File: src/rtl/pinorder_pkg.sv
// Shared types and constants for the foo-style pin bundle source.
//   src_state_t : replay FSM states
//   pin_word_t  : one bundle word {y, x, abc, def}
//   idle_word() : the word driven whenever no word is active
package pinorder_pkg;

  localparam int X_W   = 8;
  localparam int ABC_W = 3;
  localparam int DEF_W = 32;

  localparam logic [DEF_W-1:0] DEF_IDLE = 32'h1;

  typedef enum logic [1:0] {
    IDLE,
    DRIVE,
    GAP
  } src_state_t;

  typedef struct packed {
    logic             y;
    logic [X_W-1:0]   x;
    logic [ABC_W-1:0] abc;
    logic [DEF_W-1:0] def;
  } pin_word_t;

  function automatic pin_word_t idle_word(input logic [DEF_W-1:0] def_idle);
    pin_word_t w;
    w     = '0;
    w.def = def_idle;
    return w;
  endfunction

endpackage

File: src/rtl/pinorder_fifo.sv
// DEPTH-entry synchronous FIFO of pin_word_t.
// Ports:
//   clk, reset_l      : clock, async active-low reset
//   push, wr_data     : write request (ignored while full, even with a pop)
//   pop, rd_data      : read request (ignored while empty), head word
//   full, empty       : occupancy flags from the registered level
//   nonempty_q        : not-empty flag delayed by one cycle
//   level             : current occupancy
module pinorder_fifo
  import pinorder_pkg::*;
#(
  parameter int DEPTH = 4,
  localparam int AW   = $clog2(DEPTH),
  localparam int LW   = AW + 1
) (
  input  logic          clk,
  input  logic          reset_l,
  input  logic          push,
  input  pin_word_t     wr_data,
  input  logic          pop,
  output pin_word_t     rd_data,
  output logic          full,
  output logic          empty,
  output logic          nonempty_q,
  output logic [LW-1:0] level
);

  logic [AW-1:0] wr_ptr_q, wr_ptr_d;
  logic [AW-1:0] rd_ptr_q, rd_ptr_d;
  logic [LW-1:0] level_q, level_d;
  logic          ne_q, ne_d;
  logic          push_ok, pop_ok;
  pin_word_t     mem_q [DEPTH];

  assign full       = (level_q == LW'(DEPTH));
  assign empty      = (level_q == '0);
  assign level      = level_q;
  assign nonempty_q = ne_q;
  assign rd_data    = mem_q[rd_ptr_q];

  always_comb begin
    push_ok  = push && !full;
    pop_ok   = pop && !empty;
    wr_ptr_d = wr_ptr_q;
    rd_ptr_d = rd_ptr_q;
    level_d  = level_q;
    ne_d     = !empty;
    // DEPTH is a power of two, so pointers wrap by plain overflow.
    if (push_ok) wr_ptr_d = wr_ptr_q + AW'(1);
    if (pop_ok)  rd_ptr_d = rd_ptr_q + AW'(1);
    unique case ({push_ok, pop_ok})
      2'b10:   level_d = level_q + LW'(1);
      2'b01:   level_d = level_q - LW'(1);
      default: level_d = level_q;
    endcase
  end

  always_ff @(posedge clk or negedge reset_l) begin
    if (!reset_l) begin
      wr_ptr_q <= '0;
      rd_ptr_q <= '0;
      level_q  <= '0;
      ne_q     <= 1'b0;
    end else begin
      wr_ptr_q <= wr_ptr_d;
      rd_ptr_q <= rd_ptr_d;
      level_q  <= level_d;
      ne_q     <= ne_d;
    end
  end

  // Storage needs no reset: pointers and level define what is valid.
  always_ff @(posedge clk) begin
    if (push_ok) mem_q[wr_ptr_q] <= wr_data;
  end

endmodule

File: src/rtl/pinorder_src.sv
// Source-side driver for the foo-style pin bundle.
// Words arrive over in_valid/in_ready into a FIFO, then each is replayed on
// registered pins for max(hold_cycles,1) cycles, followed by GAP_CYC idle
// cycles.
// Ports:
//   clk, reset_l                       : clock, async active-low reset
//   in_valid/in_ready, in_y..in_def    : word input port
//   hold_cycles                        : drive length, sampled at word load
//   y, x, abcconst, def                : driven pins (idle values otherwise)
//   drv_valid                          : pins carry a word
//   done                               : last drive cycle of a word
//   level                              : FIFO occupancy
module pinorder_src #(
  parameter int          DEPTH    = 4,
  parameter int          HOLD_W   = 4,
  parameter int          GAP_CYC  = 1,
  parameter logic [31:0] DEF_IDLE = pinorder_pkg::DEF_IDLE
) (
  input  logic                     clk,
  input  logic                     reset_l,
  input  logic                     in_valid,
  output logic                     in_ready,
  input  logic                     in_y,
  input  logic [7:0]               in_x,
  input  logic [2:0]               in_abc,
  input  logic [31:0]              in_def,
  input  logic [HOLD_W-1:0]        hold_cycles,
  output logic                     y,
  output logic [7:0]               x,
  output logic [2:0]               abcconst,
  output logic [31:0]              def,
  output logic                     drv_valid,
  output logic                     done,
  output logic [$clog2(DEPTH):0]   level
);

  import pinorder_pkg::*;

  localparam int GW = (GAP_CYC > 1) ? $clog2(GAP_CYC + 1) : 1;

  src_state_t        state_q, state_d;
  logic [HOLD_W-1:0] cnt_q, cnt_d;
  logic [HOLD_W-1:0] hold_eff;
  logic [GW-1:0]     gap_q, gap_d;
  pin_word_t         word_q, word_d;
  logic              drv_valid_q, drv_valid_d;
  pin_word_t         fifo_wr, fifo_rd;
  logic              fifo_full, fifo_empty, fifo_ne_q;
  logic              avail, load;

  assign fifo_wr  = '{y: in_y, x: in_x, abc: in_abc, def: in_def};
  assign in_ready = !fifo_full;

  pinorder_fifo #(.DEPTH(DEPTH)) u_fifo (
    .clk        (clk),
    .reset_l    (reset_l),
    .push       (in_valid),
    .wr_data    (fifo_wr),
    .pop        (load),
    .rd_data    (fifo_rd),
    .full       (fifo_full),
    .empty      (fifo_empty),
    .nonempty_q (fifo_ne_q),
    .level      (level)
  );

  // The delayed not-empty flag sets the two-edge load latency; the live
  // empty flag keeps a just-drained FIFO from being popped again.
  assign avail = fifo_ne_q && !fifo_empty;

  always_comb begin
    hold_eff    = (hold_cycles == '0) ? HOLD_W'(1) : hold_cycles;
    state_d     = state_q;
    cnt_d       = cnt_q;
    gap_d       = gap_q;
    word_d      = word_q;
    drv_valid_d = drv_valid_q;
    load        = 1'b0;
    unique case (state_q)
      IDLE: begin
        if (avail) load = 1'b1;
      end
      DRIVE: begin
        if (cnt_q > HOLD_W'(1)) begin
          cnt_d = cnt_q - HOLD_W'(1);
        end else if (GAP_CYC > 0) begin
          state_d     = GAP;
          gap_d       = GW'(GAP_CYC);
          word_d      = idle_word(DEF_IDLE);
          drv_valid_d = 1'b0;
        end else if (avail) begin
          load = 1'b1;
        end else begin
          state_d     = IDLE;
          word_d      = idle_word(DEF_IDLE);
          drv_valid_d = 1'b0;
        end
      end
      GAP: begin
        // Loading straight out of the last gap cycle keeps the inter-word
        // gap at exactly GAP_CYC instead of adding an IDLE bubble.
        if (gap_q > GW'(1)) begin
          gap_d = gap_q - GW'(1);
        end else if (avail) begin
          load = 1'b1;
        end else begin
          state_d = IDLE;
        end
      end
      default: begin
        state_d     = IDLE;
        word_d      = idle_word(DEF_IDLE);
        drv_valid_d = 1'b0;
      end
    endcase
    if (load) begin
      state_d     = DRIVE;
      cnt_d       = hold_eff;
      word_d      = fifo_rd;
      drv_valid_d = 1'b1;
    end
  end

  always_ff @(posedge clk or negedge reset_l) begin
    if (!reset_l) begin
      state_q     <= IDLE;
      cnt_q       <= '0;
      gap_q       <= '0;
      word_q      <= idle_word(DEF_IDLE);
      drv_valid_q <= 1'b0;
    end else begin
      state_q     <= state_d;
      cnt_q       <= cnt_d;
      gap_q       <= gap_d;
      word_q      <= word_d;
      drv_valid_q <= drv_valid_d;
    end
  end

  assign y         = word_q.y;
  assign x         = word_q.x;
  assign abcconst  = word_q.abc;
  assign def       = word_q.def;
  assign drv_valid = drv_valid_q;
  assign done      = (state_q == DRIVE) && (cnt_q == HOLD_W'(1));

endmodule
File: config.mk
export PLATFORM = sky130hd
export DESIGN_NAME = pinorder_src
export DESIGN_NICKNAME = d
export VERILOG_FILES = /design/src/rtl/pinorder_pkg.sv /design/src/rtl/pinorder_fifo.sv /design/src/rtl/pinorder_src.sv
export SDC_FILE = /design/constraint.sdc
export NUM_CORES = 1
export LEC_CHECK = 0
export CAP_MARGIN = 10
export CORE_MARGIN = 1.5
export CORE_UTILIZATION = 45
export DETAILED_ROUTE_END_ITERATION = 16
export PLACE_DENSITY = 0.74
export SLEW_MARGIN = 20
export SYNTH_ARGS = -nofsm -noshare
export SYNTH_HDL_FRONTEND = slang
export SYNTH_SLANG_ARGS = --single-unit
export TNS_END_PERCENT = 20
File: constraint.sdc
create_clock -name clk -period 6.2 [get_ports clk]
set_input_delay 1.24 -clock clk [delete_from_list [all_inputs] [get_ports clk]]
set_output_delay 1.24 -clock clk [all_outputs]
set_load 0.005 [all_outputs]
== Word-level counts from Yosys, hierarchy flattened ==
Memories as Yosys holds them, arrays and structs flattened.
Index checks and enable logic that the tools add are counted.
Cells by class
  $lt $le $gt $ge: 2
  equality and inequality tests: 13
  reduce and logical (&&, ||, !) cells: 18
  add/sub/neg operators: 6
  muxes and demuxes: 24
Operators by type and width (count)
  2-to-1 mux 44 bit: 2
  one-hot mux 44 bit (2 select lines): 1
  2-to-1 mux 4 bit: 4
  != test 3 x 2 -> 1 bit, second input constant: 3
  2-to-1 mux 1 bit: 8
  2-to-1 mux 2 bit: 4
  nonzero test 2 bit: 4
  one-hot mux 1 bit (2 select lines): 3
  one-hot mux 2 bit (3 select lines): 1
  one-hot mux 3 bit (2 select lines): 1
  adder 2 x 1 -> 2 bit, second input constant: 2
  == test 2 x 1 -> 1 bit, second input constant: 2
  == test 2 bit, second input constant: 2
  == test 4 x 1 -> 1 bit, second input constant: 1
  > comparator 4 x 1 -> 1 bit, second input constant: 1
  logical AND 1 bit: 4
  logical NOT 4 bit: 1
  != test 2 x 1 -> 1 bit, second input constant: 2
  != test 2 bit, second input constant: 2
  AND reduction 2 bit: 2
  AND reduction 4 bit: 1
  subtractor 4 x 1 -> 4 bit, second input constant: 1
  adder 3 x 1 -> 3 bit, second input constant: 1
  == test 3 bit, second input constant: 1
  8 further kinds: 9
Storage, ports and cells
  output and inout bits: 50
  bits of input ports: 51
  memories: 1
  bits in writable memories: 176
  word-level logic and storage cells: 76
  register bits: 60
Memories
  u_fifo.mem_q: depth 4, bits a word 44, rd ports 1, clocked after Yosys merged registers in 0, wr ports 1, line pinorder_fifo.sv:33  | pin_word_t mem_q [DEPTH];

== Logic depth before layout (Yosys ltp) ==
Gate-level depths: netlist of run 1.
  word-level depth: 9
  depth in mapped cells: 11
  depth with buffers taken out: 10

== Hierarchy ==
Synthesis of run 1 repeated with hierarchy kept, for this count alone.
Unflattened totals
  cells, all modules: 504
  area, all modules: 9188.8 um^2
Modules (own cells, without submodules)
  pinorder_fifo: times used 1, sequential area each 5485.3 um^2, area each 6866.6 um^2, cells each 269
  pinorder_src: times used 1, sequential area each 1277.5 um^2, area each 2322.2 um^2, cells each 235

== Worst setup path after synthesis of run 1 ==
Ideal clock, no wire load.
  path kind: in2reg
  from: input in_valid
  to: memory u_fifo.mem_q[0][0] (netlist name), enable pin
  cell stages on the path: 1
  setup slack: 3.458 ns
  path buffers: 0
  data arrival time: 2.336 ns
  required time: 5.794 ns
  library setup time: 0.406 ns
  path through: and3_1
On the way
  word-level cells in the longest chain between the ends: 3
Ends and longest elaborated chain
  start, declared: line pinorder_src.sv:21  | input logic in_valid,
  logical AND 1 bit: line pinorder_fifo.sv:42  | push_ok = push && !full;
  2-to-1 mux 1 bit: line pinorder_fifo.sv:74  | if (push_ok) mem_q[wr_ptr_q] <= wr_data;
  2-to-1 mux 1 bit (not written as such): line pinorder_fifo.sv:74
  end, declared: line pinorder_fifo.sv:33
Every way passes these cells.

== Worst setup path in the final report of run 1 ==
  from: register state_q[0]
  to: output done
On the way
  word-level cells in the longest chain between the ends: 2
Ends and longest elaborated chain
  start, declared: line pinorder_src.sv:41  | src_state_t state_q, state_d;
  start signal, assigned: line pinorder_src.sv:132  | state_q <= state_d;
  == test 2 x 1 -> 1 bit: line pinorder_src.sv:145  | assign done = (state_q == DRIVE) && (cnt_q == HOLD_W'(1));
  logical AND 1 bit: line pinorder_src.sv:145
  end, declared: line pinorder_src.sv:33  | output logic done,
Every way passes these cells.

==> flow_summary.html, run 1 <==
<table>
<tr><th>Metric</th><th>Value</th></tr>
<tr><th colspan="2">Placement</th></tr>
<tr><td>Placed wire-length estimate</td><td>9500 um</td></tr>
<tr><td>Number of port buffers</td><td>100</td></tr>
<tr><td>Setup slack at placement</td><td>roughly 3.1 ns</td></tr>
<tr><td>RD Place Congestion</td><td>0.790</td></tr>
<tr><th colspan="2">Layout</th></tr>
<tr><td>P&amp;R area growth vs syn</td><td>22.1%</td></tr>
<tr><td>Post-layout net count</td><td>approximately 580</td></tr>
<tr><td>Proportion of layout cells with a drive suffix above 1</td><td>14.4%</td></tr>
<tr><td>Commonest non-fill, non-tap cells in the layout</td><td>edfxtp_1 (176), clkdlybuf4s50_1 (99), dfrtp_1 (56)</td></tr>
<tr><td>Most common cell after layout, fill and taps aside</td><td>edfxtp_1</td></tr>
<tr><th colspan="2">Clock tree</th></tr>
<tr><td>Worst-case clock buffer depth</td><td>3</td></tr>
<tr><td>Count of cells resized by post-cts repair</td><td>0</td></tr>
<tr><td>Clock slew at reported path FFs</td><td>about 0.060 ns</td></tr>
<tr><td>Total clock sinks</td><td>between 200 and 250</td></tr>
<tr><td>Number of setup buffers added after CTS</td><td>0</td></tr>
<tr><td>Cell chosen for the clock root</td><td>clkbuf_16</td></tr>
<tr><td>TritonCTS Buffers</td><td>24</td></tr>
<tr><td>Clock tree from TritonCTS</td><td>yes</td></tr>
<tr><td>H-tree depth</td><td>1</td></tr>
<tr><td>Post-CTS Hold Fix Bufs</td><td>0</td></tr>
<tr><td>Skew-Pair Late Insertion Delay</td><td>0.51 ns</td></tr>
<tr><th colspan="2">Synthesis</th></tr>
<tr><td>Register bit total from synthesis</td><td>235</td></tr>
<tr><td>Share of flip-flops with an asynchronous set or reset</td><td>between 20% and 30%</td></tr>
<tr><td>Post-synth net total</td><td>469</td></tr>
<tr><td>Netlist cell types</td><td>39</td></tr>
<tr><td>Yosys warning count</td><td>0</td></tr>
<tr><td>Prevailing post-synth register cell</td><td>edfxtp_1</td></tr>
<tr><td>Mean area per synthesized cell</td><td>21.7 um2</td></tr>
<tr><td>Syn Std Cell Area</td><td>roughly 8900 um2</td></tr>
<tr><td>Synthesized netlist cell count</td><td>410</td></tr>
<tr><td>Post-synthesis sequential area ratio</td><td>about three quarters</td></tr>
<tr><td>Number of flops mapped to enable cells by yosys</td><td>176</td></tr>
<tr><th colspan="2">STA</th></tr>
<tr><td>Final worst slack</td><td>about 3.0 ns</td></tr>
<tr><td>Max Fclk</td><td>312 MHz</td></tr>
<tr><td>Unrepaired setup endpoints after global routing</td><td>false</td></tr>
<tr><td>Final Hold Violating Endpoints</td><td>0</td></tr>
<tr><td>Setup TNS</td><td>0 ns</td></tr>
<tr><td>Number of setup violations in the final report</td><td>0</td></tr>
<tr><td>Slew Limit Headroom</td><td>approximately 28%</td></tr>
<tr><td>Fraction of the cycle the final worst path needs</td><td>between 50 and 60%</td></tr>
<tr><td>Worst-Margin Slew</td><td>~1.1 ns</td></tr>
<tr><td>Clock skew</td><td>roughly 0.017 ns</td></tr>
<tr><td>Final critical path time including I/O delays and setup</td><td>3.20 ns</td></tr>
<tr><td>Count of pins over their slew limit</td><td>0</td></tr>
<tr><th colspan="2">Worst setup path</th></tr>
<tr><td>Data arrival time of the worst path</td><td>1.96 ns</td></tr>
<tr><td>Worst-case register-to-register setup slack</td><td>~3.8 ns</td></tr>
<tr><td>First element of the critical path</td><td>state_q[0]$_DFFE_PN0P_</td></tr>
<tr><td>Critical path cell sequence</td><td>and2b_1 &gt; and3_1 &gt; clkdlybuf4s50_1</td></tr>
<tr><td>Critical path endpoint category</td><td>output pin</td></tr>
<tr><td>Required time of the worst setup path</td><td>4.96 ns</td></tr>
<tr><td>Critical path start-end classification</td><td>reg -&gt; out</td></tr>
<tr><td>Critical register-to-register path startpoint</td><td>u_fifo.level[0]$_DFFE_PN0P_</td></tr>
<tr><td>Largest fanout on the critical path</td><td>6</td></tr>
<tr><td>Critical Path Source Type</td><td>flop</td></tr>
<tr><td>Crit path max-delay cell type</td><td>clkdlybuf4s50_1</td></tr>
<tr><td>Critical Path Max Stage Delay</td><td>slightly below 0.5 ns</td></tr>
<tr><th colspan="2">Floorplanning</th></tr>
<tr><td>Total number of placement rows</td><td>about 50</td></tr>
<tr><td>Area of the placeable core</td><td>roughly 19000 um2</td></tr>
<tr><td>Die extent in x</td><td>144 um</td></tr>
<tr><td>Die Y</td><td>around 140 um</td></tr>
<tr><td>Number of top-level pins</td><td>approximately 100</td></tr>
<tr><td>Initial cell density of the core</td><td>between 40% and 50%</td></tr>
<tr><td>Die ar.</td><td>approximately 21000 um2</td></tr>
<tr><th colspan="2">Drt</th></tr>
<tr><td>Drt initial violations</td><td>237</td></tr>
<tr><td>Drt drc</td><td>0</td></tr>
<tr><td>Via Count</td><td>4209</td></tr>
<tr><td>Vias per cell</td><td>roughly 5.2</td></tr>
<tr><td>Antenna Nets Post-Route</td><td>0</td></tr>
<tr><td>Routed wire per std cell</td><td>~20 um</td></tr>
<tr><td>First-pass DRT Iterations</td><td>5</td></tr>
<tr><td>Final wirelength</td><td>about 16000 um</td></tr>
<tr><th colspan="2">Global route</th></tr>
<tr><td>First-pass GRT wire length</td><td>25400 um</td></tr>
<tr><td>GRT Residual Overflow</td><td>0</td></tr>
<tr><td>Global-route usage over all layers</td><td>approximately 16%</td></tr>
<tr><td>Via count of the first global-routing pass</td><td>roughly 4600</td></tr>
<tr><td>Maximum number of pins on one net before global-route repair</td><td>60</td></tr>
<tr><td>Antenna violations before repair</td><td>0</td></tr>
<tr><th colspan="2">Hold path</th></tr>
<tr><td>Path type of the worst min-delay path</td><td>reg -&gt; reg</td></tr>
<tr><td>Source of the worst hold timing path</td><td>def[0]$_DFFE_PN1P_</td></tr>
<tr><th colspan="2">Power</th></tr>
<tr><td>Cell area power density</td><td>about 490 nW/um2</td></tr>
<tr><td>Standby leakage power</td><td>0.00387 uW</td></tr>
<tr><td>Worst supply voltage drop on vdd</td><td>around 0.00024 V</td></tr>
<tr><th colspan="2">Outcome</th></tr>
<tr><td>Status</td><td>finished clean</td></tr>
<tr><th colspan="2">Run</th></tr>
<tr><td>Max-cap violation count</td><td>0</td></tr>
</table>
[cells in the mapped netlist, types with 2 or more instances]
cell,instances,area (um2)
edfxtp_1,176,5290
dfrtp_1,58,1450
a22o_1,43,377
mux4_2,26,586
mux4_1,18,473
buf_6,14,158
inv_1,9,33.8
ha_1,7,87.6
nand2_1,6,22.5
nor2_1,6,22.5
and3_1,5,31.3
a21oi_1,4,20.0
xnor2_1,4,35.0
clkbuf_1,3,11.3
nor3_1,3,15.0
buf_2,2,10.0
nand3_1,2,10.0
o21ai_0,2,10.0
xor2_1,2,17.5
[cells by family after synthesis]
kind of cell | after synthesis | share of synthesized area [%]
flip-flops | 235 | 76.1
AO/OA/AOI/OAI | 58 | 5.76
multiplexers | 46 | 12.1
buffers and inverters | 29 | 2.46
AND/OR/NAND/NOR | 28 | 1.73
adder cells (fa/ha/maj) | 8 | 1.21
XOR/XNOR | 6 | 0.591
[metal layers]
| metal | part of all wire, % | global-route usage, % | vias to the layer above |
|---|---|---|---|
| met5 | 0 | 0 | - |
| met4 | 1.7 | 4.30 | 0 |
| met3 | 5.4 | 3.00 | 28 |
| met2 | 50 | 27.6 | 102 |
| met1 | 43 | 22.4 | 2166 |
| li1 | - | - | 1913 |
[report_power, final]
group          internal [uW]  switching, uW  leakage, uW
sequential              2140            315      0.00235
combinational            838            638      0.00115
clock                    833            550     0.000374
[path summary, 6_finish.rpt]
path | endpoint | depth (start not counted)
min in group asynchronous | def[13]$_DFFE_PN0P_ | 1
worst min-delay path | def[0]$_DFFE_PN1P_ | 2
worst max register to register | u_fifo.level[2]$_DFFE_PN0P_ | 9
worst max-delay path | done | 3
worst min register to register | def[0]$_DFFE_PN1P_ | 2
max in group asynchronous | u_fifo.rd_ptr_q[0]$_DFFE_PN0P_ | 1
[layout make-up]
| class | instances | area [um2] |
|---|---|---|
| Antenna cell | 1 | 2.50 |
| Clock buffer | 41 | 724 |
| Clock inverter | 3 | 50.0 |
| Fill cell | 1471 | 8550 |
| Inverter | 10 | 40.0 |
| Multi-Input combinational cell | 146 | 1930 |
| Sequential cell | 235 | 6770 |
| Tap cell | 265 | 332 |
| Timing Repair Buffer | 101 | 1010 |
[flip-flops by register name (all words and copies together), names as in the netlist]
signal	cells
cnt_q	4
u_fifo.wr_ptr_q	2
state_q	2
drv_valid	1
u_fifo.level	3
abcconst	3
x	8
u_fifo.mem_q	176
def	32
u_fifo.nonempty_q	1
u_fifo.rd_ptr_q	2
y	1
[critical path: cells and delay by family, from the launching register on]
kind / cells / cell delay, ns
flip-flops: 1 / 0.47
AND/OR/NAND/NOR: 2 / 0.49
buffers and inverters: 1 / 0.49
[metrics by stage]
step	power, uW	hold slack (ns)	utilization, %	instance area, um2	instances
floorplan	3460	0.449	-	8890	410
global placement	3920	0.461	51.8	10100	757
detailed placement	4000	0.461	51.9	10100	757
CTS	5390	0.471	55.9	10800	801
global route	5600	0.506	55.9	10800	801
finish	5310	0.466	55.9	10800	802
No activity file was read; power rests on OpenSTA's default activity.
==> run 2, diff against run 1 <==
--- a/config.mk
+++ b/config.mk
@@ -9,7 +9,7 @@
 export CORE_MARGIN = 1.5
 export CORE_UTILIZATION = 45
 export DETAILED_ROUTE_END_ITERATION = 16
-export PLACE_DENSITY = 0.74
+export PLACE_DENSITY = 0.77
 export SLEW_MARGIN = 20
 export SYNTH_ARGS = -nofsm -noshare
 export SYNTH_HDL_FRONTEND = slang
==> constraint.sdc (replaced) <==
create_clock -name clk -period 2.7 [get_ports clk]
set_input_delay 0.54 -clock clk [delete_from_list [all_inputs] [get_ports clk]]
set_output_delay 0.54 -clock clk [all_outputs]
set_load 0.005 [all_outputs]
==> run 2 against run 1 <==
  * Core utilization up 1.1 points
  * Worst hold slack worse by 0.32 ns
  * Final area is 2.0% higher
  * Via count is 3.0% higher
  * Critical endpoint unchanged
==> flow_summary.html, run 2 (same netlist as run 1, synthesis figures left out) <==
<table>
<tr><th>Metric</th><th>Value</th></tr>
<tr><th colspan="2">STA</th></tr>
<tr><td>Clock skew</td><td>approximately 0.011 ns</td></tr>
<tr><td>Final Hold Violating Endpoints</td><td>0</td></tr>
<tr><td>Fraction of the cycle the final worst path needs</td><td>approximately nine tenths</td></tr>
<tr><td>Final critical path time including I/O delays and setup</td><td>~2.5 ns</td></tr>
<tr><td>Final worst slack</td><td>around 0.22 ns</td></tr>
<tr><td>Hold WS</td><td>~0.14 ns</td></tr>
<tr><td>Slew Limit Headroom</td><td>44.5%</td></tr>
<tr><td>Worst-Margin Slew</td><td>roughly 0.83 ns</td></tr>
<tr><td>Unrepaired setup endpoints after global routing</td><td>false</td></tr>
<tr><td>Max Fclk</td><td>roughly 400 MHz</td></tr>
<tr><td>Setup TNS</td><td>0 ns</td></tr>
<tr><td>Number of setup violations in the final report</td><td>0</td></tr>
<tr><td>Count of pins over their slew limit</td><td>0</td></tr>
<tr><th colspan="2">Placement</th></tr>
<tr><td>Placed wire-length estimate</td><td>approximately 9500 um</td></tr>
<tr><td>RD Place Congestion</td><td>~0.78</td></tr>
<tr><td>Placed cell areas</td><td>~10000 um2</td></tr>
<tr><td>Setup slack at placement</td><td>0.333 ns</td></tr>
<tr><td>Number of port buffers</td><td>100</td></tr>
<tr><th colspan="2">Drt</th></tr>
<tr><td>Drt drc</td><td>0</td></tr>
<tr><td>First-pass DRT Iterations</td><td>4</td></tr>
<tr><td>Via Count</td><td>between 4000 and 5000</td></tr>
<tr><td>Drt initial violations</td><td>roughly 240</td></tr>
<tr><td>Routed wire per std cell</td><td>20.1 um</td></tr>
<tr><td>Final wirelength</td><td>about 16000 um</td></tr>
<tr><td>Vias per cell</td><td>~5.4</td></tr>
<tr><td>Antenna Nets Post-Route</td><td>0</td></tr>
<tr><th colspan="2">Global route</th></tr>
<tr><td>First-pass GRT wire length</td><td>25700 um</td></tr>
<tr><td>GRT Residual Overflow</td><td>0</td></tr>
<tr><td>Global-route usage over all layers</td><td>between 10% and 20%</td></tr>
<tr><td>Antenna violations before repair</td><td>0</td></tr>
<tr><td>Maximum number of pins on one net before global-route repair</td><td>60</td></tr>
<tr><td>Via count of the first global-routing pass</td><td>between 4000 and 5000</td></tr>
<tr><th colspan="2">Clock tree</th></tr>
<tr><td>Total clock sinks</td><td>between 200 and 250</td></tr>
<tr><td>Clock slew at reported path FFs</td><td>about 0.060 ns</td></tr>
<tr><td>Cell chosen for the clock root</td><td>clkbuf_16</td></tr>
<tr><td>Number of setup buffers added after CTS</td><td>0</td></tr>
<tr><td>Skew-Pair Late Insertion Delay</td><td>approximately 0.50 ns</td></tr>
<tr><td>Count of cells resized by post-cts repair</td><td>0</td></tr>
<tr><td>Post-CTS Hold Fix Bufs</td><td>0</td></tr>
<tr><td>Worst-case clock buffer depth</td><td>3</td></tr>
<tr><td>H-tree depth</td><td>1</td></tr>
<tr><td>TritonCTS Buffers</td><td>24</td></tr>
<tr><td>Clock tree from TritonCTS</td><td>yes</td></tr>
<tr><th colspan="2">Worst setup path</th></tr>
<tr><td>Critical Path Source Type</td><td>flop</td></tr>
<tr><td>Length in cells of the worst reg-to-reg path</td><td>10</td></tr>
<tr><td>Critical path endpoint category</td><td>output pin</td></tr>
<tr><td>Largest fanout on the critical path</td><td>6</td></tr>
<tr><td>Critical register-to-register path startpoint</td><td>u_fifo.level[0]$_DFFE_PN0P_</td></tr>
<tr><td>End point of the critical path</td><td>done</td></tr>
<tr><td>First element of the critical path</td><td>state_q[0]$_DFFE_PN0P_</td></tr>
<tr><td>Worst-case register-to-register setup slack</td><td>between 0.5 and 0.6 ns</td></tr>
<tr><td>Worst reg2reg path endpoint</td><td>u_fifo.level[2]$_DFFE_PN0P_</td></tr>
<tr><td>Critical path start-end classification</td><td>reg -&gt; out</td></tr>
<tr><td>Required time of the worst setup path</td><td>between 2 and 2.5 ns</td></tr>
<tr><td>Data arrival time of the worst path</td><td>slightly below 2 ns</td></tr>
<tr><th colspan="2">Outcome</th></tr>
<tr><td>Status</td><td>finished clean</td></tr>
<tr><th colspan="2">Floorplanning</th></tr>
<tr><td>Number of top-level pins</td><td>~100</td></tr>
<tr><td>Die extent in x</td><td>approximately 140 um</td></tr>
<tr><td>Die ar.</td><td>~20000 um2</td></tr>
<tr><td>Area of the placeable core</td><td>19400 um2</td></tr>
<tr><td>Initial cell density of the core</td><td>45.8%</td></tr>
<tr><td>Total number of placement rows</td><td>51</td></tr>
<tr><td>Die Y</td><td>around 140 um</td></tr>
<tr><th colspan="2">Layout</th></tr>
<tr><td>Flip-flop count of the largest register, all copies and words added</td><td>176</td></tr>
<tr><td>P&amp;R area growth vs syn</td><td>24.5%</td></tr>
<tr><td>Diode insertion count for antenna repair</td><td>0</td></tr>
<tr><td>Final instance area</td><td>about 11000 um2</td></tr>
<tr><td>Post-layout net count</td><td>about 590</td></tr>
<tr><td>Commonest non-fill, non-tap cells in the layout</td><td>edfxtp_1 (176), clkdlybuf4s50_1 (99), dfrtp_1 (56)</td></tr>
<tr><td>Count of filler cells inserted in the layout</td><td>1480</td></tr>
<tr><td>Most common cell after layout, fill and taps aside</td><td>edfxtp_1</td></tr>
<tr><td>Register bank with the most flops</td><td>u_fifo.mem_q</td></tr>
<tr><td>Proportion of layout cells with a drive suffix above 1</td><td>between 10% and 20%</td></tr>
<tr><th colspan="2">Power</th></tr>
<tr><td>Cell area power density</td><td>1150 nW/um2</td></tr>
<tr><td>Part of the total power dissipated in sequential elements</td><td>about 43%</td></tr>
<tr><td>Standby leakage power</td><td>0.00398 uW</td></tr>
<tr><td>Worst supply voltage drop on vdd</td><td>0.000618 V</td></tr>
<tr><td>Fraction of power spent switching nets</td><td>around 28%</td></tr>
<tr><td>Sw Pwr</td><td>3570 uW</td></tr>
<tr><td>Combinational power share</td><td>slightly below 30%</td></tr>
<tr><td>Internal power</td><td>slightly above 9000 uW</td></tr>
<tr><td>Total power of the final layout</td><td>12700 uW</td></tr>
<tr><td>Power share of the clock group</td><td>~28%</td></tr>
<tr><th colspan="2">Hold path</th></tr>
<tr><td>Path type of the worst min-delay path</td><td>in -&gt; async</td></tr>
<tr><th colspan="2">Run</th></tr>
<tr><td>Max-cap violation count</td><td>0</td></tr>
</table>
## run 2: layout make-up
class | count | area, um2 | share of cell area [%]
Sequential cell | 235 | 6770 | 61.2
Multi-Input combinational cell | 146 | 1910 | 17.3
Timing Repair Buffer | 110 | 1150 | 10.4
Clock buffer | 30 | 664 | 6.01
Tap cell | 265 | 332 | 3.00
Clock inverter | 13 | 200 | 1.81
Inverter | 10 | 40.0 | 0.362
## run 2: critical path, cell delays in order (launching register included)
cell and delay [ns]:
dfrtp_1 0.45, and2b_1 0.29, and3_1 0.20, clkdlybuf4s50_1 0.50
## run 2: power by group through the flow
stage / Clock, uW / Sequential (uW) / Combinational, uW
3_3_place_gp: 0 / 5540 / 3650
6_report: 3520 / 5520 / 3700
5_1_grt: 3740 / 5640 / 4040
2_1_floorplan: 0 / 5310 / 2620
3_5_place_dp: 0 / 5600 / 3770
4_1_cts: 3590 / 5540 / 3790
## run 2: through the flow
stage / utilization (%) / std cells
after global placement: 52.6 / 766
after detailed placement: 52.6 / 766
after CTS: 57.0 / 809
final: 57.0 / 809
after global routing: 57.0 / 809
after floorplan: - / 410
## run 2: how the worst min path moves through the flow
| stage | cells after the start | start | to | slack (ns) |
|---|---|---|---|---|
| after global placement | 2 | def[0]$_DFFE_PN1P_ | def[0]$_DFFE_PN1P_ | 0.46 |
| final | 1 | reset_l | def[16]$_DFFE_PN0P_ | 0.14 |
| after CTS | 1 | reset_l | def[16]$_DFFE_PN0P_ | 0.17 |
| after global routing | 1 | reset_l | def[15]$_DFFE_PN0P_ | 0.20 |
| after detailed placement | 2 | def[0]$_DFFE_PN1P_ | def[0]$_DFFE_PN1P_ | 0.48 |
| after floorplan | 0 | reset_l | abcconst[0]$_DFFE_PN0P_ | 0.24 |
## run 2: routing by layer
metal  routed length, um  global-route usage (%)  vias to the layer above
li1                    -                       -                     1926
met1                7150                    23.1                     2277
met2                8080                    27.3                      109
met3                 828                    2.93                       24
met4                 221                    3.54                        0
met5                   0                       0                        -
==> run 3, diff against run 2 <==
--- a/config.mk
+++ b/config.mk
@@ -6,10 +6,10 @@
 export NUM_CORES = 1
 export LEC_CHECK = 0
 export CAP_MARGIN = 10
-export CORE_MARGIN = 1.5
 export CORE_UTILIZATION = 45
 export DETAILED_ROUTE_END_ITERATION = 16
 export PLACE_DENSITY = 0.77
+export SETUP_SLACK_MARGIN = 0.15
 export SLEW_MARGIN = 20
 export SYNTH_ARGS = -nofsm -noshare
 export SYNTH_HDL_FRONTEND = slang
==> run 3 against run 2 <==
  * Global-route usage rose by 0.76 points
  * Clock power fell by 6.5%
  * Via count rose by 1.4%
  * Sequential power barely moved
  * Critical path depth did not move
  * Largest cell class unchanged
==> flow_summary.html, run 3 (same netlist as run 1, synthesis figures left out) <==
<table>
<tr><th>Metric</th><th>Value</th></tr>
<tr><th colspan="2">STA</th></tr>
<tr><td>Worst-Margin Slew</td><td>around 0.84 ns</td></tr>
<tr><td>Hold WS</td><td>0.149 ns</td></tr>
<tr><td>Final Hold Violating Endpoints</td><td>0</td></tr>
<tr><td>Unrepaired setup endpoints after global routing</td><td>false</td></tr>
<tr><td>Number of setup violations in the final report</td><td>0</td></tr>
<tr><td>Slew Limit Headroom</td><td>~44%</td></tr>
<tr><td>Max Fclk</td><td>411 MHz</td></tr>
<tr><td>Count of pins over their slew limit</td><td>0</td></tr>
<tr><td>Clock skew</td><td>0.00900 ns</td></tr>
<tr><td>Final critical path time including I/O delays and setup</td><td>roughly 2.4 ns</td></tr>
<tr><td>Setup TNS</td><td>0 ns</td></tr>
<tr><td>Fraction of the cycle the final worst path needs</td><td>between 90% and 100%</td></tr>
<tr><td>Final worst slack</td><td>approximately 0.27 ns</td></tr>
<tr><th colspan="2">Clock tree</th></tr>
<tr><td>TritonCTS Buffers</td><td>23</td></tr>
<tr><td>Count of cells resized by post-cts repair</td><td>0</td></tr>
<tr><td>Skew-Pair Late Insertion Delay</td><td>approximately 0.49 ns</td></tr>
<tr><td>Total clock sinks</td><td>235</td></tr>
<tr><td>Clock slew at reported path FFs</td><td>approximately 0.060 ns</td></tr>
<tr><td>Post-CTS Hold Fix Bufs</td><td>0</td></tr>
<tr><td>H-tree depth</td><td>1</td></tr>
<tr><td>Cell chosen for the clock root</td><td>clkbuf_16</td></tr>
<tr><td>Number of setup buffers added after CTS</td><td>0</td></tr>
<tr><td>Clock tree from TritonCTS</td><td>yes</td></tr>
<tr><td>Worst-case clock buffer depth</td><td>3</td></tr>
<tr><th colspan="2">Layout</th></tr>
<tr><td>Register bank with the most flops</td><td>u_fifo.mem_q</td></tr>
<tr><td>Diode insertion count for antenna repair</td><td>0</td></tr>
<tr><td>Layout Utilization</td><td>between 50% and 60%</td></tr>
<tr><td>Proportion of layout cells with a drive suffix above 1</td><td>~18%</td></tr>
<tr><td>Post-layout net count</td><td>approximately 590</td></tr>
<tr><td>P&amp;R area growth vs syn</td><td>23.7%</td></tr>
<tr><td>Commonest non-fill, non-tap cells in the layout</td><td>edfxtp_1 (176), clkdlybuf4s50_1 (99), dfrtp_1 (56)</td></tr>
<tr><td>Flip-flop count of the largest register, all copies and words added</td><td>between 150 and 200</td></tr>
<tr><td>Most common cell after layout, fill and taps aside</td><td>edfxtp_1</td></tr>
<tr><th colspan="2">Worst setup path</th></tr>
<tr><td>Critical register-to-register path startpoint</td><td>u_fifo.level[0]$_DFFE_PN0P_</td></tr>
<tr><td>Data arrival time of the worst path</td><td>around 1.9 ns</td></tr>
<tr><td>Worst-case register-to-register setup slack</td><td>0.52 ns</td></tr>
<tr><td>Critical path cell sequence</td><td>and2b_2 &gt; and3_1 &gt; clkdlybuf4s50_1</td></tr>
<tr><td>Critical path endpoint category</td><td>output pin</td></tr>
<tr><td>Count of buffer and inverter cells on the critical path</td><td>1</td></tr>
<tr><td>Required time of the worst setup path</td><td>around 2.2 ns</td></tr>
<tr><td>Length in cells of the worst reg-to-reg path</td><td>10</td></tr>
<tr><td>Critical path start-end classification</td><td>reg -&gt; out</td></tr>
<tr><td>Category of cells accounting for the largest share of critical-path delay</td><td>buffers and inverters</td></tr>
<tr><td>Critical Path Source Type</td><td>flop</td></tr>
<tr><td>Largest fanout on the critical path</td><td>6</td></tr>
<tr><td>Crit path max-delay cell type</td><td>clkdlybuf4s50_1</td></tr>
<tr><td>Critical Path Max Stage Delay</td><td>roughly 0.5 ns</td></tr>
<tr><td>Worst reg2reg path endpoint</td><td>u_fifo.level[2]$_DFFE_PN0P_</td></tr>
<tr><th colspan="2">Run</th></tr>
<tr><td>Max-cap violation count</td><td>0</td></tr>
<tr><th colspan="2">Global route</th></tr>
<tr><td>Met3 usage</td><td>about 3.3%</td></tr>
<tr><td>Maximum number of pins on one net before global-route repair</td><td>60</td></tr>
<tr><td>First-pass GRT wire length</td><td>between 20000 and 30000 um</td></tr>
<tr><td>Met1 track demand over resource in global routing</td><td>a little under a quarter</td></tr>
<tr><td>Antenna violations before repair</td><td>0</td></tr>
<tr><td>GRT Residual Overflow</td><td>0</td></tr>
<tr><td>Via count of the first global-routing pass</td><td>4711</td></tr>
<tr><td>Met2 track demand over resource in global routing</td><td>29.6%</td></tr>
<tr><td>Most heavily used metal layer in global routing</td><td>met2</td></tr>
<tr><td>Global-route usage over all layers</td><td>about 17%</td></tr>
<tr><th colspan="2">Drt</th></tr>
<tr><td>Vias per cell</td><td>about 5.4</td></tr>
<tr><td>Drt drc</td><td>0</td></tr>
<tr><td>Routed wire per std cell</td><td>a little over 20 um</td></tr>
<tr><td>First-pass DRT Iterations</td><td>7</td></tr>
<tr><td>Antenna Nets Post-Route</td><td>0</td></tr>
<tr><td>Drt initial violations</td><td>approximately 240</td></tr>
<tr><td>Final wirelength</td><td>16700 um</td></tr>
<tr><td>Via Count</td><td>~4400</td></tr>
<tr><th colspan="2">Power</th></tr>
<tr><td>Cell area power density</td><td>roughly 1100 nW/um2</td></tr>
<tr><td>Internal power</td><td>8910 uW</td></tr>
<tr><td>Total power of the final layout</td><td>between 10000 and 15000 uW</td></tr>
<tr><td>Fraction of power spent switching nets</td><td>around 29%</td></tr>
<tr><td>Standby leakage power</td><td>between 0.003 and 0.004 uW</td></tr>
<tr><td>Power share of the clock group</td><td>roughly a quarter</td></tr>
<tr><td>Sw Pwr</td><td>about 3600 uW</td></tr>
<tr><td>Combinational power share</td><td>between 20 and 30%</td></tr>
<tr><td>Part of the total power dissipated in sequential elements</td><td>around 44%</td></tr>
<tr><td>Worst supply voltage drop on vdd</td><td>between 0.0005 and 0.0006 V</td></tr>
<tr><th colspan="2">Floorplanning</th></tr>
<tr><td>Die ar.</td><td>approximately 20000 um2</td></tr>
<tr><td>Number of top-level pins</td><td>101</td></tr>
<tr><td>Initial cell density of the core</td><td>45.8%</td></tr>
<tr><td>Die Y</td><td>around 140 um</td></tr>
<tr><td>Die extent in x</td><td>143 um</td></tr>
<tr><td>Area of the placeable core</td><td>between 15000 and 20000 um2</td></tr>
<tr><td>Total number of placement rows</td><td>between 50 and 60</td></tr>
<tr><th colspan="2">Placement</th></tr>
<tr><td>Number of port buffers</td><td>100</td></tr>
<tr><td>RD Place Congestion</td><td>between 0.7 and 0.8</td></tr>
<tr><td>Setup slack at placement</td><td>0.305 ns</td></tr>
<tr><td>Placed wire-length estimate</td><td>10200 um</td></tr>
<tr><th colspan="2">Hold path</th></tr>
<tr><td>Path type of the worst min-delay path</td><td>in -&gt; async</td></tr>
<tr><th colspan="2">Outcome</th></tr>
<tr><td>Status</td><td>finished clean</td></tr>
</table>
==> run 3: cell types whose count changed in the layout (fill, tap and decap cells not counted), sizes merged <==
cell / previous run / this run
clkbuf: 30 / 27
inv: 10 / 12
clkinv: 5 / 6
buf: 11 / 14
bufinv: 5 / 3
==> run 3: power by group through the flow <==
stage               Sequential, uW  Combinational (uW)  Clock, uW
finish                        5490                3730       3290
global route                  5600                4050       3520
CTS                           5510                3800       3360
detailed placement            5580                3780          0
global placement              5510                3670          0
floorplan                     5310                2620          0
==> run 3: metrics by stage <==
step	instance area (um2)	instances
floorplan	8890	410
global placement	10200	769
detailed placement	10200	769
CTS	11000	810
global route	11000	810
finish	11000	810
==> run 3: area by class of cell <==
cell class,instances,area (um2)
clock buffers,27,631
clock inverters,14,168
fillers,1471,8400
inverters,10,40.0
multi-input cells,146,1910
flip-flops and latches,235,6770
well taps,265,332
repair buffers,113,1150
==> run 3: per-layer routing <==
layer,vias to the layer above,part of all wire [%]
met3,13,5.7
met1,2320,43
li1,1934,-
met5,-,0
met2,129,50
met4,0,0.70
==> run 3: worst max-delay path by stage <==
| stage | start | to | slack (ns) | cells past startpoint |
|---|---|---|---|---|
| after CTS | state_q[0]$_DFFE_PN0P_ | done | 0.20 | 3 |
| after global placement | in_valid | u_fifo.level[2]$_DFFE_PN0P_ | 0.37 | 9 |
| after global routing | state_q[0]$_DFFE_PN0P_ | done | 0.19 | 3 |
| after floorplan | u_fifo.level[0]$_DFFE_PN0P_ | u_fifo.mem_q[0][0]$_DFFE_PP_ | 0.46 | 3 |
| final | state_q[0]$_DFFE_PN0P_ | done | 0.27 | 3 |
| after detailed placement | in_valid | u_fifo.level[2]$_DFFE_PN0P_ | 0.30 | 9 |
